### src/rtl/rain_meter_tx.sv
// rain_meter_tx: measures the high time of one pulse per freq channel, scales
//   and saturates it to a rain value, and sends every channel as a UART-style frame on sd.
// Latency: freq -> channel FSM 2 cycles; first start bit 2 cycles after the last channel is DONE.
// Backpressure: none; en=0 freezes the channels, and a frame already in flight always completes.
//
// Optional feature macro: PARITY_EN (even parity over id+data, inserted before stop).
//
// Ports:
//   clk          system clock, all logic on posedge
//   rst          synchronous reset, active-high
//   en           automatic-mode enable; 0 holds every channel where it is
//   finish_send  receiver restart: clear counts and ovf, re-arm channels, cut a round short
//   freq[N_CH]   raw asynchronous pulse inputs
//   sd           serial data, idle high
//   busy         frame transmission in progress
//   done         1-cycle pulse after the last channel's stop bit
//   ovf[N_CH]    sticky per-channel counter / value saturation flag

module rain_meter_tx #(
  parameter int N_CH     = 2,
  parameter int CNT_W    = 16,
  parameter int DATA_W   = 8,
  parameter int SHIFT    = 0,
  parameter int BAUD_DIV = 16
) (
  input  logic            clk,
  input  logic            rst,
  input  logic            en,
  input  logic            finish_send,
  input  logic [N_CH-1:0] freq,
  output logic            sd,
  output logic            busy,
  output logic            done,
  output logic [N_CH-1:0] ovf
);

`ifdef PARITY_EN
  localparam int PAR_W = 1;
`else
  localparam int PAR_W = 0;
`endif

  // start + 3-bit id + data + optional parity + stop
  localparam int FRAME_W = 1 + 3 + DATA_W + PAR_W + 1;
  localparam int BAUD_W  = (BAUD_DIV > 1) ? $clog2(BAUD_DIV) : 1;
  localparam int BIT_W   = $clog2(FRAME_W);

  typedef enum logic [1:0] {
    CH_ARM,
    CH_WAIT_HI,
    CH_COUNT,
    CH_DONE
  } ch_state_t;

  typedef enum logic [1:0] {
    TX_IDLE,
    TX_LOAD,
    TX_SHIFT
  } tx_state_t;

  // ---------------------------------------------------------------------------
  // Input synchronizers
  // ---------------------------------------------------------------------------
  // Reset to all-ones: a channel leaves ARM only after it has seen a genuine
  // low level, so a pulse that is already high when reset releases can never
  // look like a fresh rising edge while the synchronizer is still filling.
  logic [N_CH-1:0] freq_meta;
  logic [N_CH-1:0] freq_sync;

  always_ff @(posedge clk) begin
    if (rst) begin
      freq_meta <= '1;
      freq_sync <= '1;
    end else begin
      freq_meta <= freq;
      freq_sync <= freq_meta;
    end
  end

  // ---------------------------------------------------------------------------
  // Per-channel pulse-width measurement
  // ---------------------------------------------------------------------------
  logic [N_CH-1:0]   ch_done;
  logic [DATA_W-1:0] ch_val [N_CH];

  for (genvar g = 0; g < N_CH; g++) begin : g_ch
    ch_state_t        st;
    ch_state_t        st_nxt;
    logic [CNT_W-1:0] cnt;
    logic [CNT_W-1:0] cnt_nxt;
    logic             cnt_sat;
    logic [CNT_W-1:0] scaled;
    logic             val_sat;
    logic             ovf_q;

    always_ff @(posedge clk) begin
      if (rst) begin
        st  <= CH_ARM;
        cnt <= '0;
      end else begin
        st  <= st_nxt;
        cnt <= cnt_nxt;
      end
    end

    // finish_send outranks en and any freq edge in the same cycle.
    always_comb begin
      st_nxt  = st;
      cnt_nxt = cnt;
      cnt_sat = 1'b0;
      if (finish_send) begin
        st_nxt  = CH_ARM;
        cnt_nxt = '0;
      end else if (en) begin
        case (st)
          CH_ARM: begin
            if (!freq_sync[g]) st_nxt = CH_WAIT_HI;
          end
          CH_WAIT_HI: begin
            if (freq_sync[g]) begin
              st_nxt  = CH_COUNT;
              cnt_nxt = CNT_W'(1);
            end
          end
          CH_COUNT: begin
            if (!freq_sync[g]) begin
              st_nxt = CH_DONE;
            end else if (&cnt) begin
              cnt_sat = 1'b1;        // hold at all-ones
            end else begin
              cnt_nxt = cnt + 1'b1;
            end
          end
          default: begin
            // CH_DONE holds its value until re-armed
          end
        endcase
      end
    end

    // Scaling: anything that does not fit DATA_W after the shift saturates.
    assign scaled    = cnt >> SHIFT;
    assign val_sat   = (scaled >> DATA_W) != '0;
    assign ch_val[g] = val_sat ? {DATA_W{1'b1}} : DATA_W'(scaled);
    assign ch_done[g] = (st == CH_DONE);

    always_ff @(posedge clk) begin
      if (rst || finish_send) begin
        ovf_q <= 1'b0;
      end else if (cnt_sat || val_sat) begin
        ovf_q <= 1'b1;
      end
    end

    assign ovf[g] = ovf_q;
  end

  // ---------------------------------------------------------------------------
  // Transmitter
  // ---------------------------------------------------------------------------
  tx_state_t          tx_state;
  tx_state_t          tx_nxt;
  logic [2:0]         ch_idx;
  logic [2:0]         idx_nxt;
  logic [FRAME_W-1:0] shreg;
  logic [FRAME_W-1:0] shreg_nxt;
  logic [BAUD_W-1:0]  baud_cnt;
  logic [BAUD_W-1:0]  baud_nxt;
  logic [BIT_W-1:0]   bit_cnt;
  logic [BIT_W-1:0]   bit_nxt;
  logic               sent;        // round already sent for the current DONE set
  logic               sent_nxt;
  logic               abort;       // finish_send seen during a frame
  logic               abort_nxt;
  logic               done_nxt;
  logic               all_done;
  logic [DATA_W-1:0]  sel_val;
  logic [FRAME_W-1:0] frame;

  assign all_done = &ch_done;
  assign busy     = (tx_state != TX_IDLE);

  always_comb begin
    sel_val = '0;
    for (int i = 0; i < N_CH; i++) begin
      if (ch_idx == 3'(i)) sel_val = ch_val[i];
    end
  end

  // Frame assembled LSB first so the shift register simply shifts right.
`ifdef PARITY_EN
  assign frame = {1'b1, ^{sel_val, ch_idx}, sel_val, ch_idx, 1'b0};
`else
  assign frame = {1'b1, sel_val, ch_idx, 1'b0};
`endif

  always_ff @(posedge clk) begin
    if (rst) begin
      tx_state <= TX_IDLE;
      ch_idx   <= '0;
      shreg    <= '1;
      baud_cnt <= '0;
      bit_cnt  <= '0;
      sent     <= 1'b0;
      abort    <= 1'b0;
      done     <= 1'b0;
      sd       <= 1'b1;
    end else begin
      tx_state <= tx_nxt;
      ch_idx   <= idx_nxt;
      shreg    <= shreg_nxt;
      baud_cnt <= baud_nxt;
      bit_cnt  <= bit_nxt;
      sent     <= sent_nxt;
      abort    <= abort_nxt;
      done     <= done_nxt;
      // Registered copy of the bit that will be on the line in the next
      // state, so sd changes exactly on the state transitions, glitch-free.
      sd       <= (tx_nxt == TX_SHIFT) ? shreg_nxt[0] : 1'b1;
    end
  end

  always_comb begin
    tx_nxt    = tx_state;
    idx_nxt   = ch_idx;
    shreg_nxt = shreg;
    baud_nxt  = baud_cnt;
    bit_nxt   = bit_cnt;
    sent_nxt  = sent;
    abort_nxt = abort;
    done_nxt  = 1'b0;

    if (finish_send) begin
      sent_nxt = 1'b0;
      if (tx_state != TX_IDLE) abort_nxt = 1'b1;
    end

    case (tx_state)
      TX_IDLE: begin
        if (all_done && en && !sent && !finish_send) begin
          tx_nxt   = TX_LOAD;
          idx_nxt  = '0;
          sent_nxt = 1'b1;
        end
      end

      TX_LOAD: begin
        // Value is frozen here; later count changes do not affect the frame.
        shreg_nxt = frame;
        baud_nxt  = '0;
        bit_nxt   = '0;
        tx_nxt    = TX_SHIFT;
      end

      TX_SHIFT: begin
        if (baud_cnt != BAUD_W'(BAUD_DIV - 1)) begin
          baud_nxt = baud_cnt + 1'b1;
        end else begin
          baud_nxt = '0;
          if (bit_cnt != BIT_W'(FRAME_W - 1)) begin
            bit_nxt   = bit_cnt + 1'b1;
            shreg_nxt = {1'b1, shreg[FRAME_W-1:1]};
          end else begin
            // End of the stop bit.
            tx_nxt    = TX_IDLE;
            abort_nxt = 1'b0;
            if (!(abort || finish_send)) begin
              if (ch_idx == 3'(N_CH - 1)) begin
                done_nxt = 1'b1;
              end else if (!en) begin
                // Disabled mid-round: stop here and resend the whole round
                // from channel 0 once en returns.
                sent_nxt = 1'b0;
              end else begin
                tx_nxt  = TX_LOAD;
                idx_nxt = ch_idx + 1'b1;
              end
            end
          end
        end
      end

      default: tx_nxt = TX_IDLE;
    endcase
  end

endmodule

### config.mk
export PLATFORM = sky130hd
export DESIGN_NAME = rain_meter_tx
export DESIGN_NICKNAME = d
export VERILOG_FILES = /design/src/rtl/rain_meter_tx.sv
export SDC_FILE = /design/constraint.sdc
export NUM_CORES = 1
export LEC_CHECK = 0
export CAP_MARGIN = 20
export CORE_MARGIN = 8
export CORE_UTILIZATION = 61
export CTS_BUF_LIST = sky130_fd_sc_hd__clkbuf_16
export DETAILED_ROUTE_END_ITERATION = 8
export PLACE_DENSITY = 0.83
export SETUP_SLACK_MARGIN = 0.4
export SLEW_MARGIN = 20
export SYNTH_ARGS = -nofsm -noshare
export SYNTH_HDL_FRONTEND = slang
export SYNTH_SLANG_ARGS = --single-unit
### constraint.sdc
create_clock -name clk -period 2.4 [get_ports clk]
set_input_delay 0.48 -clock clk [delete_from_list [all_inputs] [get_ports clk]]
set_output_delay 0.48 -clock clk [all_outputs]
set_load 0.005 [all_outputs]
==> results.sh, run 1 <==
export IMPL_outcome="complete, no violations"
export IMPL_drcViolationCount=0
export IMPL_worst_skew_pair_late_latency_ps=330
export IMPL_critPathArrivalTime_ps=2170
export IMPL_antenna_found_initial=0
export IMPL_crit_path_frequent_cell="inv_1"
export IMPL_cts_inserted_buffers=9
export IMPL_detailedRoute_firstPassIterationCount=4
export IMPL_fp_coreArea_sq_mm=0.00589
export IMPL_slew_headroom_pct=54.1
export IMPL_pwr_density_cell_mw_per_mm2=570
export IMPL_postRouteWirelength_microns=8530
export IMPL_met3_usage_in_global_routing_pct=4.81
export IMPL_ys_types=52
export IMPL_port_buffers=10
export IMPL_layout_drive_gt1_share_pct=17.3
export IMPL_fin_skew_ps=8.24
export IMPL_synth_sequential_area_ratio_pct=39.3
export IMPL_post_synth_inst_count=423
export IMPL_min_period_over_period_pct=81.1
export IMPL_route_vias_total=3241
export IMPL_tritoncts="done"
export IMPL_worst_pin_slew_ps=682
export IMPL_finalInstanceArea_sq_mm=0.00436
export IMPL_clock_sink_count=72
export IMPL_ctsLongestPathBuffers=2
export IMPL_area_growth_syn_to_layout_pct=18.7
export IMPL_first_global_vias=2977
export IMPL_grt_use_total_pct=19.2
export IMPL_synth_avg_cell_area_sq_um=8.68
export IMPL_final_instance_count_excl_fill=532
export IMPL_place_area_sq_mm=0.00392
export IMPL_clkTransAtPathRegs_ps=60
export IMPL_avgRoutedWirePerCell_microns=16.0
export IMPL_totalNegativeSetupSlack_ps=0
export IMPL_use_met1_pct=23.8
export IMPL_worst_hold_path_type="register to register"
export IMPL_initial_utilization_pct=62.4
export IMPL_cp_num_buf_inv=2
export IMPL_routabilityCongestion=0.839
export IMPL_synthFlopType="dfxtp_1"
export IMPL_floorplan_die_height_microns=93.6
export IMPL_worstSetupStartpointType="register"
export IMPL_crit_chain="inv_1 > ha_1 > inv_1 > or4_4 > o22ai_4 > a211oi_1 > a41o_1"
export IMPL_die_area_sq_mm=0.00876
export IMPL_layout_setup_ws_ps=453
export IMPL_layout_filler_cells=423
export IMPL_largest_fanout_on_the_critical_path=7
export IMPL_final_count_of_negative_setup_slack_endpoints=0
export IMPL_cts_hold_buffers_added=0
export IMPL_clock_root_buffer="clkbuf_16"
export IMPL_globalRouteOverflowTotal=0
export IMPL_synth_seq_cells=72
export IMPL_fp_dieW_microns=93.6
export IMPL_drt_first_iter_violations=222
export IMPL_cpMaxStageDelayCell="or4_4"
export IMPL_synth_enable_flop_cells=0
export IMPL_number_of_pins_exceeding_their_max_slew_limit_in_the_final_report=0
export IMPL_cellLeakagePower_nw=1.59
export IMPL_synth_net_count=451
export IMPL_critical_path_top_delay_family="simple AND/OR/NAND/NOR gates"
export IMPL_pre_cts_ws_ps=36.3
export IMPL_yosysWarningCount=0
export IMPL_synthArstFlopShare_pct=0
export IMPL_design_final_nets=480
export IMPL_boundaryPins=11
export IMPL_worst_ir_drop_vdd_uv=393
export IMPL_rows=28
export IMPL_timing_fmax_mhz=514
export IMPL_drv_cap=0
export IMPL_critical_path_endpoint_type="register"
export IMPL_placed_cells_incl_taps=510
export IMPL_grt_setup_unrepaired="yes"
export IMPL_antenna_cells_inserted=0
export IMPL_grt_first_pass_wirelength_microns=13600
export IMPL_crit_type="register to register"
export IMPL_drt_vias_per_instance=6.09
export IMPL_gr_usage_met2_pct=30.4
export IMPL_timing_hold_violations_final=0
export IMPL_synth_area_sq_mm=0.00367
export IMPL_route_antenna_remaining_nets=0
export IMPL_total_power_of_the_final_layout_mw=2.48
export IMPL_critical_path_s_largest_stage_delay_ps=610
export IMPL_cp_data_required_time_ps=2620
export IMPL_h_tree_depth=3
export IMPL_detailed_place_hpwl_microns=5710
export IMPL_grt_most_used_layer="met2"
export IMPL_pin_count_of_the_biggest_net_entering_global_routing=16
export IMPL_post_route_minimum_period_ps=1950
[registers in the layout (all words and copies together), names as in the netlist, 2 cells and up]
name / flops
g_ch.cnt: 32
shreg: 13
baud_cnt: 4
bit_cnt: 4
g_ch.st: 4
ch_idx: 3
freq_meta: 2
freq_sync: 2
g_ch.ovf_q: 2
tx_state: 2
[placed cells by master, fill, tap and decap left out, types with 4 or more instances in the layout]
cell / synthesis / routed
dfxtp_1: 72 / 68
nor2_1: 52 / 52
nand2_1: 31 / 30
nand3_1: 25 / 23
xnor2_1: 23 / 23
buf_4: 3 / 22
ha_1: 22 / 20
inv_1: 20 / 19
a21oi_1: 19 / 18
nor3_1: 21 / 18
o21ai_0: 13 / 12
and3_1: 9 / 9
a221oi_1: 11 / 9
clkbuf_16: 0 / 9
a211oi_1: 9 / 8
or2_2: 8 / 8
o22ai_1: 9 / 8
clkdlybuf4s50_1: 0 / 8
nor4_1: 8 / 6
mux2i_1: 5 / 5
nand4_1: 4 / 4
a31oi_1: 4 / 4
a311oi_1: 4 / 4
dfxtp_2: 0 / 4
[synth_stat cells (10+ instances only)]
master / instances / area [sq um]
o21ai_0: 13 / 65.1
nor3_1: 21 / 105
inv_1: 20 / 75.1
nand3_1: 25 / 125
a221oi_1: 11 / 96.3
ha_1: 22 / 275
nor2_1: 52 / 195
nand2_1: 31 / 116
dfxtp_1: 72 / 1440
clkbuf_1: 10 / 37.5
a21oi_1: 19 / 95.1
xnor2_1: 23 / 201
[final cells by class]
cell class	instances	area, sq um	area share [%]
multi-input cells	317	2200	50.5
clock inverters	7	47.5	1.09
repair buffers	32	270	6.20
clock buffers	9	225	5.17
inverters	20	75.1	1.72
well taps	75	93.8	2.15
flip-flops and latches	72	1450	33.2
[logic make-up (layout without fill, tap and decap cells)]
| family | Yosys count | after routing | share of synthesized area, % |
|---|---|---|---|
| flops | 72 | 72 | 39.3 |
| buf+inv | 34 | 68 | 3.82 |
| fa+ha+maj | 22 | 22 | 7.50 |
| simple gates | 174 | 174 | 24.0 |
| xor+xnor | 23 | 23 | 5.49 |
| compound gates | 91 | 91 | 17.9 |
| mux | 7 | 7 | 1.98 |
[per-stage QoR]
stage,util [%],hold slack (ps)
2_1_floorplan,-,389
3_3_place_gp,66.6,397
3_5_place_dp,66.6,400
4_1_cts,71.8,419
5_1_grt,74.0,431
6_report,74.0,414
[worst register-to-register path, delay by kind of cell, from the launching register on]
family          cells  cell delay (ps)
simple gates        1              610
compound gates      3              510
flops               1              330
buf+inv             2              230
fa+ha+maj           1              170
[what timing repair did]
action | 4_1_cts | 5_1_grt
setup buffers | 0 | 6
endpoints found under the setup margin | 8 | 32
resized for setup | 9 | 19
hold endpoints to repair | 0 | 0
pin swaps | 0 | 2
[power by group]
part | internal [mW] | switching [mW]
Clock | 0.698 | 0.521
Combinational | 0.0256 | 0.0360
Sequential | 1.20 | 0.00280
Total | 1.92 | 0.560
[worst paths after layout]
kind / from / cells past startpoint / endpoint / slack, ps
worst min-delay path: freq_meta[0] / 1 / freq_sync[0] / 410
worst min register to register: freq_meta[0] / 1 / freq_sync[0] / 410
worst max register to register: tx_state[0] / 7 / ch_idx[1] / 450
worst max-delay path: tx_state[0] / 7 / ch_idx[1] / 450
[per-layer routing]
layer / routed length, microns / up-vias
met3: 487 / 14
met2: 4090 / 97
met5: 0 / -
li1: - / 1598
met4: 169 / 0
met1: 3780 / 1532
No activity file was read; power rests on OpenSTA's default activity.
==> run 2: changes to the inputs <==
- clock period: 2.4 -> 2 ns (I/O delays scaled with it)
==> run 2 against run 1 <==
  * The flow now finishes with violations (negative setup slack)
  * Total power rose by 38%
  * Worst hold slack better by 15 ps
  * Clock power grew 55%
  * Flip-flop and latch count is the same
==> results.sh, run 2 (synthesis gave the netlist of run 1 again) <==
export IMPL_clock_root_buffer="clkbuf_16"
export IMPL_cp_data_required_time_ps=2210
export IMPL_r2r_worst_path_cells=4
export IMPL_drt_vias_per_instance=7.61
export IMPL_worst_hold_path_type="register to register"
export IMPL_drv_cap=0
export IMPL_area_growth_syn_to_layout_pct=54.8
export IMPL_timing_hold_violations_final=0
export IMPL_cellLeakagePower_nw=2.02
export IMPL_initial_utilization_pct=62.4
export IMPL_grt_setup_unrepaired="yes"
export IMPL_slew_headroom_pct=49.3
export IMPL_number_of_pins_exceeding_their_max_slew_limit_in_the_final_report=0
export IMPL_total_power_of_the_final_layout_mw=3.43
export IMPL_fp_coreArea_sq_mm=0.00589
export IMPL_reg2reg_from="g_ch[1].cnt[11]"
export IMPL_timing_hold_worst_start="freq_meta[1]"
export IMPL_final_instance_count_excl_fill=580
export IMPL_largest_fanout_on_the_critical_path=8
export IMPL_boundaryPins=11
export IMPL_globalRouteOverflowTotal=0
export IMPL_failed_checks="negative setup slack"
export IMPL_detailed_place_hpwl_microns=6310
export IMPL_worstHoldPathCells=1
export IMPL_die_area_sq_mm=0.00876
export IMPL_whs_endpoint="freq_sync[1]"
export IMPL_routabilityCongestion=0.901
export IMPL_placed_cells_incl_taps=521
export IMPL_rows=28
export IMPL_route_vias_total=4413
export IMPL_design_final_nets=528
export IMPL_fin_skew_ps=6.68
export IMPL_grt_first_pass_wirelength_microns=18600
export IMPL_clkTransAtPathRegs_ps=60
export IMPL_flip_flop_count_of_the_largest_register_all_copies_and_words_added=32
export IMPL_worst_pin_slew_ps=753
export IMPL_antenna_cells_inserted=0
export IMPL_clock_sink_count=72
export IMPL_critical_path_endpoint_type="register"
export IMPL_critPathArrivalTime_ps=2420
export IMPL_worstSetupStartpointType="register"
export IMPL_final_count_of_negative_setup_slack_endpoints=6
export IMPL_layout_top_registers="g_ch.cnt (32), shreg (13)"
export IMPL_layout_drive_gt1_share_pct=47.5
export IMPL_crit_type="register to register"
export IMPL_worst_ir_drop_vdd_uv=570
export IMPL_h_tree_depth=3
export IMPL_mostFrequentLayoutCells="dfxtp_1, buf_4, nor2_1"
export IMPL_cts_inserted_buffers=9
export IMPL_timing_fmax_mhz=453
export IMPL_route_antenna_remaining_nets=0
export IMPL_pwr_density_cell_mw_per_mm2=603
export IMPL_worst_r2r_endpoint="shreg[9]"
export IMPL_outcome="finished with violations"
export IMPL_postRouteWirelength_microns=17200
export IMPL_min_period_over_period_pct=110
export IMPL_grt_use_total_pct=26.9
export IMPL_tritoncts="done"
export IMPL_detailedRoute_firstPassIterationCount=8
export IMPL_drcViolationCount=0
export IMPL_worst_skew_pair_late_latency_ps=340
export IMPL_register_with_the_highest_flop_count="g_ch.cnt"
export IMPL_layout_setup_ws_ps=-210
export IMPL_fp_dieW_microns=93.6
export IMPL_timing_hold_ws_ps=429
export IMPL_ctsLongestPathBuffers=2
export IMPL_antenna_found_initial=0
export IMPL_pin_count_of_the_biggest_net_entering_global_routing=31
export IMPL_first_global_vias=3697
export IMPL_totalNegativeSetupSlack_ps=-560
export IMPL_avgRoutedWirePerCell_microns=29.7
export IMPL_post_route_minimum_period_ps=2210
export IMPL_worst_r2r_setup_slack_ps=-210
export IMPL_fin_util_pct=96.5
export IMPL_drt_first_iter_violations=652
export IMPL_floorplan_die_height_microns=93.6
export IMPL_port_buffers=10
run 2: changes by cell type in the layout (fill, tap and decap cells not counted), moves of 10 or more:
cell / change
nor3_1: -11
ha_1: -10
dfxtp_2: +11
buf_4: +26
buf_6: +19
dfxtp_1: -20
ha_4: +10
run 2: worst max path at each step:
stage,to,slack (ps),start,depth (start not counted)
6_report,shreg[9],-210,g_ch[1].cnt[11],4
5_1_grt,shreg[9],-160,g_ch[1].cnt[11],4
4_1_cts,ch_idx[1],170,bit_cnt[1],7
3_5_place_dp,sd,-140,en,6
3_3_place_gp,sd,-100,en,6
2_1_floorplan,g_ch[0].cnt[11],190,g_ch[0].st[1],7
run 2: area by class of cell:
cell class,instances,area (sq um)
inverter,20,97.6
timing repair buffer,80,734
fill,117,204
clock inverter,7,110
multi-input combinational,317,2930
tap,75,93.8
clock buffer,9,225
sequential,72,1490
run 2: report_power, final:
part | switching [mW] | internal [mW] | leakage, nW
registers | 0.00578 | 1.43 | 0.596
clock network | 0.678 | 1.21 | 0.161
logic | 0.0668 | 0.0432 | 1.26
run 2: critical path: stages (launching register included):
cell	delay (ps)
dfxtp_1	370
nor4_1	680
nand3_2	370
o22ai_1	520
o21ai_1	130
run 2: timing repair:
item / CTS / global route
pin swaps: 32 / 38
cloned: 1 / 0
endpoints found under the setup margin: 55 / 60
hold buffers: 0 / 0
buffers inserted: 24 / 18
resized for setup: 77 / 100
run 2: per-stage QoR:
stage	area [sq um]	setup WS, ps
floorplan	3910	194
global placement	4240	-97.8
detailed placement	4240	-138
CTS	5070	172
global route	5680	-164
finish	5680	-210
run 2: per-layer routing:
metal	wire, microns	track usage [%]	up-vias
met2	7650	44.6	517
met1	5780	31.9	2010
met5	0	0	-
li1	-	-	1702
met3	2270	6.17	184
met4	1510	13.1	0
